<file path="config.mk">
export PLATFORM = sky130hd
export DESIGN_NAME = seg_scan_ctrl
export DESIGN_NICKNAME = d
export VERILOG_FILES = /design/src/rtl/seg_scan_ctrl.sv
export SDC_FILE = /design/constraint.sdc
export NUM_CORES = 1
export LEC_CHECK = 0
export CELL_PAD_IN_SITES_DETAIL_PLACEMENT = 0
export CELL_PAD_IN_SITES_GLOBAL_PLACEMENT = 1
export CORE_MARGIN = 8
export CORE_UTILIZATION = 45
export DETAILED_ROUTE_END_ITERATION = 10
export PLACE_DENSITY_LB_ADDON = 0.1
export REMOVE_ABC_BUFFERS = 1
export SYNTH_ARGS = -nofsm -noshare
export SYNTH_HDL_FRONTEND = slang
export SYNTH_SLANG_ARGS = --single-unit
</file>
<file path="constraint.sdc">
create_clock -name clk -period 3.4 [get_ports clk]
set_input_delay 0.68 -clock clk [delete_from_list [all_inputs] [get_ports clk]]
set_output_delay 0.68 -clock clk [all_outputs]
set_load 0.1 [all_outputs]
</file>
<file path="src/rtl/seg_scan_ctrl.sv">
// Time-multiplexed scan controller for an 8-digit seven-segment display.
// Buffers new hex data and commits it only at frame boundaries so a frame never mixes old and new digits.
module seg_scan_ctrl #(
    parameter int DIGITS   = 8,
    parameter int SCAN_DIV = 100000,
    parameter int GUARD    = 2,
    parameter int BLANK_LZ = 0
) (
    input  logic        clk,
    input  logic        rstn,
    input  logic [31:0] data_in,
    input  logic [7:0]  dp_in,
    input  logic [7:0]  en_in,
    input  logic        data_valid,
    output logic [3:0]  hex_out,
    output logic [7:0]  an_n,
    output logic        dp_n,
    output logic        frame_done
);
    localparam int CW = (SCAN_DIV > 1) ? $clog2(SCAN_DIV) : 1;
    localparam int IW = (DIGITS > 1) ? $clog2(DIGITS) : 1;
    localparam logic [CW-1:0] CNT_LAST = CW'(SCAN_DIV - 1);
    localparam logic [IW-1:0] IDX_LAST = IW'(DIGITS - 1);

    logic [CW-1:0] cnt;
    logic [IW-1:0] idx;
    logic          tick;
    logic          wrap;

    logic [31:0]   pdata;
    logic [7:0]    pdp;
    logic [7:0]    pen;
    logic          pvalid;

    logic [31:0]   ddata;
    logic [7:0]    ddp;
    logic [7:0]    den;

    logic [7:0]    blank;
    logic          zero_run;
    logic          guard_ok;

    assign tick = (cnt == CNT_LAST);
    assign wrap = tick && (idx == IDX_LAST);

    // Prescaler and slot index; every slot lasts SCAN_DIV cycles whether or not its digit lights.
    always_ff @(posedge clk or negedge rstn) begin
        if (!rstn) begin
            cnt <= '0;
            idx <= '0;
        end else if (tick) begin
            cnt <= '0;
            idx <= wrap ? '0 : idx + 1'b1;
        end else begin
            cnt <= cnt + 1'b1;
        end
    end

    // data_valid is a single-cycle load strobe with no ready: every asserted edge is accepted.
    // On the wrap edge the inputs go straight to the display regs, overriding anything pending.
    always_ff @(posedge clk or negedge rstn) begin
        if (!rstn) begin
            pdata  <= '0;
            pdp    <= '0;
            pen    <= '1;
            pvalid <= 1'b0;
            ddata  <= '0;
            ddp    <= '0;
            den    <= '1;
        end else if (wrap && data_valid) begin
            ddata  <= data_in;
            ddp    <= dp_in;
            den    <= en_in;
            pvalid <= 1'b0;
        end else if (wrap && pvalid) begin
            ddata  <= pdata;
            ddp    <= pdp;
            den    <= pen;
            pvalid <= 1'b0;
        end else if (data_valid) begin
            pdata  <= data_in;
            pdp    <= dp_in;
            pen    <= en_in;
            pvalid <= 1'b1;
        end
    end

    always_ff @(posedge clk or negedge rstn) begin
        if (!rstn) begin
            frame_done <= 1'b0;
        end else begin
            frame_done <= wrap;
        end
    end

    // Walk from the top digit down; a digit is blanked while every nibble from it upward is zero.
    always_comb begin
        blank    = '0;
        zero_run = 1'b1;
        for (int k = DIGITS - 1; k >= 0; k--) begin
            zero_run = zero_run & (ddata[4*k +: 4] == 4'h0);
            if (k > 0 && BLANK_LZ != 0) begin
                blank[k] = zero_run;
            end
        end
    end

    generate
        if (GUARD == 0) begin : g_no_guard
            assign guard_ok = 1'b1;
        end else begin : g_guard
            assign guard_ok = (cnt >= CW'(GUARD));
        end
    endgenerate

    always_comb begin
        an_n = '1;
        if (guard_ok && den[idx] && !blank[idx]) begin
            an_n[idx] = 1'b0;
        end
    end

    assign hex_out = ddata[{idx, 2'b00} +: 4];
    assign dp_n    = ~ddp[idx] | blank[idx];

endmodule

</file>
Word-level counts from Yosys, hierarchy flattened
Memories as Yosys holds them, arrays and structs flattened.
Cells that the tools add are included.
Storage, ports and cells
  memories: 1
  word-level logic and storage cells: 53
  ROM bits: 8
  flip-flop bits (word level): 118
  output and inout bits: 14
Memories
  (no name shown): words 8, width 1, rd ports 1, clocked after memory_dff 0, write ports 0, RTL line 124  | assign dp_n = ~ddp[idx] | blank[idx];
Operators by class
  reduce and logical (&&, ||, !) cells: 10
  eq/ne operators: 2
  add/sub/neg operators: 2
  multiplexer cells: 19
  $lt $le $gt $ge: 3
  bitwise gates (word level): 5
  shift-type cells: 1
Operators by type and width (count)
  2-to-1 mux 32 bit: 2
  2-to-1 mux 8 bit: 5
  indexed part select 32 x 6 -> 4 bit: 1
  adder 17 x 1 -> 17 bit (second input constant): 1
  equality test 17 bit (second input constant): 1
  greater-or-equal comparator 17 x 2 -> 1 bit (second input constant): 1
  2-to-1 mux 17 bit: 1
  inverter 8 bit: 1
  2-to-1 mux 1 bit: 7
  binary-select mux 1 bit (select 3 bit): 2
  logical AND 1 bit: 6
  < comparator 3 x 4 -> 1 bit (second input constant): 1
  adder 3 x 1 -> 3 bit (second input constant): 1
  demux 1 bit (select 3 bit): 1
  equality test 3 bit (second input constant): 1
  greater-or-equal comparator 3 x 1 -> 1 bit (second input constant): 1
  2-to-1 mux 3 bit: 1
  inverter 1 bit: 3
  AND reduction 3 bit: 1
  nonzero test 3 bit: 1
  nonzero test 2 bit: 1
  logical NOT 1 bit: 1
  OR 1 bit: 1

Longest topological paths before layout
  word-level depth: 6
  gate-level depth with buffers: 8
  depth with buffers taken out: 7

Worst setup path after synthesis
OpenSTA, ideal clock, no wires.
  path type: reg2out
  start point: register idx[1]
  end point: output port hex_out[3]
  data arrival time: 3.539 ns
  stages on the path, launching flop included: 6
  buffers on the path: 3
  slack: -0.819 ns
  path through: dfrtp_1 clkbuf_1 clkbuf_1 clkbuf_1 a31oi_1 o21ai_0
On the way
  longest elaborated chain between the ends: 1
RTL lines
  start: declaration: RTL line 26  | logic [IW-1:0] idx;
  start signal: assignment: RTL line 53  | idx <= wrap ? '0 : idx + 1'b1;
  indexed part select 32 x 6 -> 4 bit: RTL line 123  | assign hex_out = ddata[{idx, 2'b00} +: 4];
  end: declaration: RTL line 15  | output logic [3:0] hex_out,
Every way passes these cells.

Worst setup path after layout
  start point: register idx[2]
  end point: output port hex_out[1]
The elaborated chain is that of the path after synthesis.

==> summary.md <==
Share of flip-flops with an asynchronous set or reset after synthesis: 100%. Row generation in the floorplan step produced 41 rows. The synthesized netlist contains 46 unique library cells.

TritonCTS built the clock tree. The predominant post-synthesis flop cell is sky130_fd_sc_hd__dfrtp_1. The detailed-route wire length was 14400 um. After synthesis, the cell types taking the most area are sky130_fd_sc_hd__dfrtp_1 (44%), sky130_fd_sc_hd__mux2_2 (9.5%), sky130_fd_sc_hd__dfstp_2 (7.2%), sky130_fd_sc_hd__a22oi_1 (3.4%), sky130_fd_sc_hd__a2bb2oi_1 (3.3%). The residual DRC count came out at 0. After clock tree synthesis, the clock-pin slew on the worst setup and hold paths is 0.05 ns. The run gives 0.00873 ns as the post-route clock skew. In this run the horizontal extent of the chip is 130 um. The pin count of the biggest net entering global routing was 53; the detailed-router iteration count before antenna repair was 4. The min-delay analysis places its worst path in the category primary input to async pin. The highest fanout seen on the critical path is 15. The most area-hungry cell type in the Yosys netlist was sky130_fd_sc_hd__dfrtp_1. Of the total synthesized cell area, the portion taken by AND, OR, NAND and NOR gates is 14.0%. The number of top-level design ports was 65; the number of warnings reported in the yosys synthesis log was 0. After synthesis, the largest family of logic cells by area is simple AND/OR/NAND/NOR gates.

The number of clock buffers added by TritonCTS is 17. Clock tree synthesis selected as its root buffer the cell sky130_fd_sc_hd__clkbuf_16. The part of the Yosys area used for sequential elements is 51.2%.

In the routed layout, each cell is associated on average with a via count of 5.57. The layout has 1096 filler cells. After routing the design area is 0.00727 mm2. The logs give 0 for the total of cells resized after clock tree synthesis and 4607 for the number of global-route vias before repair. The logs give 0.42 ns for the insertion delay to the later sink of the worst-skew pair and 6650 um for the detailed-route wire length on metal 1.

For this configuration, the core starts out at a cell density of 46.0%. In this run the power density over the cells is 477 mW/mm2. The run gives 0 as the number of max-slew violations in the final report. The clock period minus worst slack works out to 3.19 ns. The critical path class was register to primary output. After layout, the worst path uses 93.8% of the clock period. The first-pass GRT wire length came out at 24200 um. The required time at the endpoint of the critical path is 2.72 ns. The routed length on met2 was 6910 um; the share of cells above drive strength 1 was 22.7%. The post-synth design cell area is 0.00581 mm2. Dividing the synthesized area by the synthesized cell count gives 11.0 um2. Setup violations remaining at the end of the flow were counted as 0. Port buffering added 64 buffers. For this run, the post-layout net count is 645. The final critical-path setup slack was 0.210 ns; the wire length on met3 was 599 um. Measured against the total synthesized area, the mux share comes to 13.7%. The logs give 0 for the number of antenna violations at the first check in global routing and 4 for the H-tree level count.

Derived from the worst setup path, the maximum achievable clock frequency is 0.313 GHz. CTS saw 118 sinks. For the pin with the worst max-slew slack, the measured transition is 0.967 ns.

The worst setup slack before clock tree synthesis is 0.644 ns, and the synthesis-to-finish area growth is 25.2%. The run finished with clean final reports. The last weighted congestion value of the routability-driven placer was 0.766; the height of the die was 130 um.

The logs give 0.00672 mm2 for the total placed instance area and 181 for the starting DRC count in detailed routing. The detailed placement HPWL was 9250 um; the average wire per cell in the routed design was 18.5 um. Data arrives at the worst endpoint at 2.51 ns. After technology mapping, the gate count stands at 528. Setup repair after global routing left no endpoint under its margin. The number of nets still failing antenna checks after routing is 0, and the count of antenna diodes in the layout is 0. The run gives 3.19 nW as the cell leakage power.

The worst setup path is launched from a register. Once the clock tree was built, the setup fixing pass inserted 0 buffers. Setup total negative slack on the finished layout was measured at 0 ns. The final hold violation count is 0. Summing the areas of all fa, ha and maj instances in the mapped netlist gives 0.862% of the synthesized area. The worst ir drop on vdd is 0.319 mV. The tools report the nature of the critical path endpoint as a primary output. The max-cap violation count came out at 0.

Of the total synthesized cell area, the portion taken by XOR and XNOR cells is 1.96%. Total track usage: 18.5%. Launch point of the worst reg-to-reg path: cnt[0]$_DFF_PN0_. The area fraction of the dominant cell type after synthesis works out to 43.9%. The topmost layer with routed signal wires was met4. The area inside the core boundary was 0.0126 mm2. In this run the worst setup path begins at idx[2]$_DFFE_PN0N_.

In this run the deepest clock path goes through 2 buffers. The run gives 0 as the final global-route overflow total. The tools report the die area as 0.0168 mm2. The tools report the remaining max-slew budget at the tightest pin as 35.3%. The register bit total from synthesis came out at 118.

The synthesized netlist devotes 13.1% of its cell area to compound gates. The number of enable-type register cells in the synthesized netlist is 0, and the number of buffers added to fix hold violations after cts is 0. For the detailed-route via count, the log shows 4319.
==> metal layers <==
layer / GRT usage, % / vias to the layer above
met1: 23.4 / 2183
met5: 0 / -
met3: 5.71 / 17
met2: 29.1 / 83
li1: - / 2036
met4: 6.63 / 0
==> stage by stage <==
stage          std cells  total power (W)  utilization [%]  hold WS [ns]
5_1_grt              775          0.00360             57.6         0.329
6_report             775          0.00347             57.6         0.275
2_1_floorplan        490          0.00167                -         0.384
3_3_place_gp         743          0.00181             53.3         0.476
3_5_place_dp         743          0.00182             53.3         0.485
4_1_cts              775          0.00350             57.6         0.313
==> cells by family (layout without fill, tap and decap cells) <==
| logic type | after synthesis | after routing |
|---|---|---|
| AO/OA/AOI/OAI | 111 | 111 |
| XOR/XNOR | 13 | 13 |
| adder cells (fa/ha/maj) | 4 | 4 |
| buffers and inverters | 66 | 141 |
| flip-flops | 118 | 118 |
| multiplexers | 64 | 64 |
| AND/OR/NAND/NOR | 152 | 152 |
==> cell usage in the layout, fill, tap and decap left out, types with 7 or more instances in the layout <==
cell                              instances
sky130_fd_sc_hd__dfrtp_1                102
sky130_fd_sc_hd__nand2_1                 50
sky130_fd_sc_hd__clkdlybuf4s50_1         50
sky130_fd_sc_hd__mux2_2                  49
sky130_fd_sc_hd__nand3_1                 30
sky130_fd_sc_hd__o21ai_0                 29
sky130_fd_sc_hd__inv_1                   26
sky130_fd_sc_hd__a22oi_1                 26
sky130_fd_sc_hd__nor3b_1                 25
sky130_fd_sc_hd__a31oi_1                 24
sky130_fd_sc_hd__a2bb2oi_1               22
sky130_fd_sc_hd__nor2_1                  21
sky130_fd_sc_hd__buf_4                   19
sky130_fd_sc_hd__clkbuf_16               17
sky130_fd_sc_hd__dfstp_2                 16
sky130_fd_sc_hd__buf_12                  12
sky130_fd_sc_hd__xor2_1                   9
sky130_fd_sc_hd__mux4_2                   7
==> worst max-delay path, stage by stage, from the launching register on <==
cell	delay [ns]
sky130_fd_sc_hd__dfrtp_1	0.75
sky130_fd_sc_hd__buf_4	0.30
sky130_fd_sc_hd__mux2_2	0.35
sky130_fd_sc_hd__a221oi_1	0.28
sky130_fd_sc_hd__o22ai_1	0.21
sky130_fd_sc_hd__buf_12	0.20
==> final cells by class <==
cell class                      instances  area, um2  area share (%)
Inverter                               28        105            1.45
Tap cell                              172        215            2.96
Clock inverter                          5       50.0           0.688
Timing Repair Buffer                   81        883            12.1
Multi-Input combinational cell        344       2540            35.0
Sequential cell                       118       2970            40.9
Clock buffer                           27        503            6.92
==> synthesized netlist by cell type (2+ instances only) <==
cell type / n
sky130_fd_sc_hd__dfrtp_1: 102
sky130_fd_sc_hd__nand2_1: 50
sky130_fd_sc_hd__mux2_2: 49
sky130_fd_sc_hd__nand3_1: 30
sky130_fd_sc_hd__o21ai_0: 29
sky130_fd_sc_hd__a22oi_1: 26
sky130_fd_sc_hd__inv_1: 26
sky130_fd_sc_hd__nor3b_1: 25
sky130_fd_sc_hd__a31oi_1: 24
sky130_fd_sc_hd__a2bb2oi_1: 22
sky130_fd_sc_hd__clkbuf_1: 21
sky130_fd_sc_hd__nor2_1: 21
sky130_fd_sc_hd__dfstp_2: 16
sky130_fd_sc_hd__xor2_1: 9
sky130_fd_sc_hd__buf_2: 8
sky130_fd_sc_hd__mux4_2: 7
sky130_fd_sc_hd__buf_6: 6
sky130_fd_sc_hd__mux2i_1: 5
sky130_fd_sc_hd__ha_1: 4
sky130_fd_sc_hd__nand4_1: 4
sky130_fd_sc_hd__nor3_1: 4
sky130_fd_sc_hd__xnor2_1: 4
sky130_fd_sc_hd__a21oi_1: 3
sky130_fd_sc_hd__and3_1: 3
sky130_fd_sc_hd__mux2_1: 3
sky130_fd_sc_hd__nor4_2: 3
sky130_fd_sc_hd__a221oi_1: 2
sky130_fd_sc_hd__a32oi_1: 2
sky130_fd_sc_hd__buf_4: 2
sky130_fd_sc_hd__clkinv_1: 2
==> sequential cells by signal, indices dropped and copies added, names as in the netlist <==
signal,cells
cnt,17
pdata,32
ddp,8
ddata,32
pdp,8
den,8
idx,3
pen,8
pvalid,1
frame_done,1
==> where the power goes <==
| group | leakage (nW) | switching (W) | internal [W] | total [W] |
|---|---|---|---|---|
| Combinational | 1.46 | 0.000131 | 0.000141 | 0.000271 |
| Sequential | 1.45 | 0.0000354 | 0.00149 | 0.00152 |
| Clock | 0.275 | 0.000596 | 0.00108 | 0.00167 |
| Total | 3.19 | 0.000762 | 0.00270 | 0.00347 |
==> final timing paths <==
check                                         to  slack (ns)  cells after the start
min in group clk           pdata[30]$_DFFE_PN0P_        0.49                      1
min                         frame_done$_DFF_PN0_        0.28                      1
max in group asynchronous     pen[4]$_DFFE_PN1P_        2.24                      2
min reg2reg                pdata[30]$_DFFE_PN0P_        0.49                      1
max reg2reg                   ddp[7]$_DFFE_PN0P_        0.65                      7
max                                   hex_out[1]        0.21                      5
No activity file was read; power rests on OpenSTA's default activity.
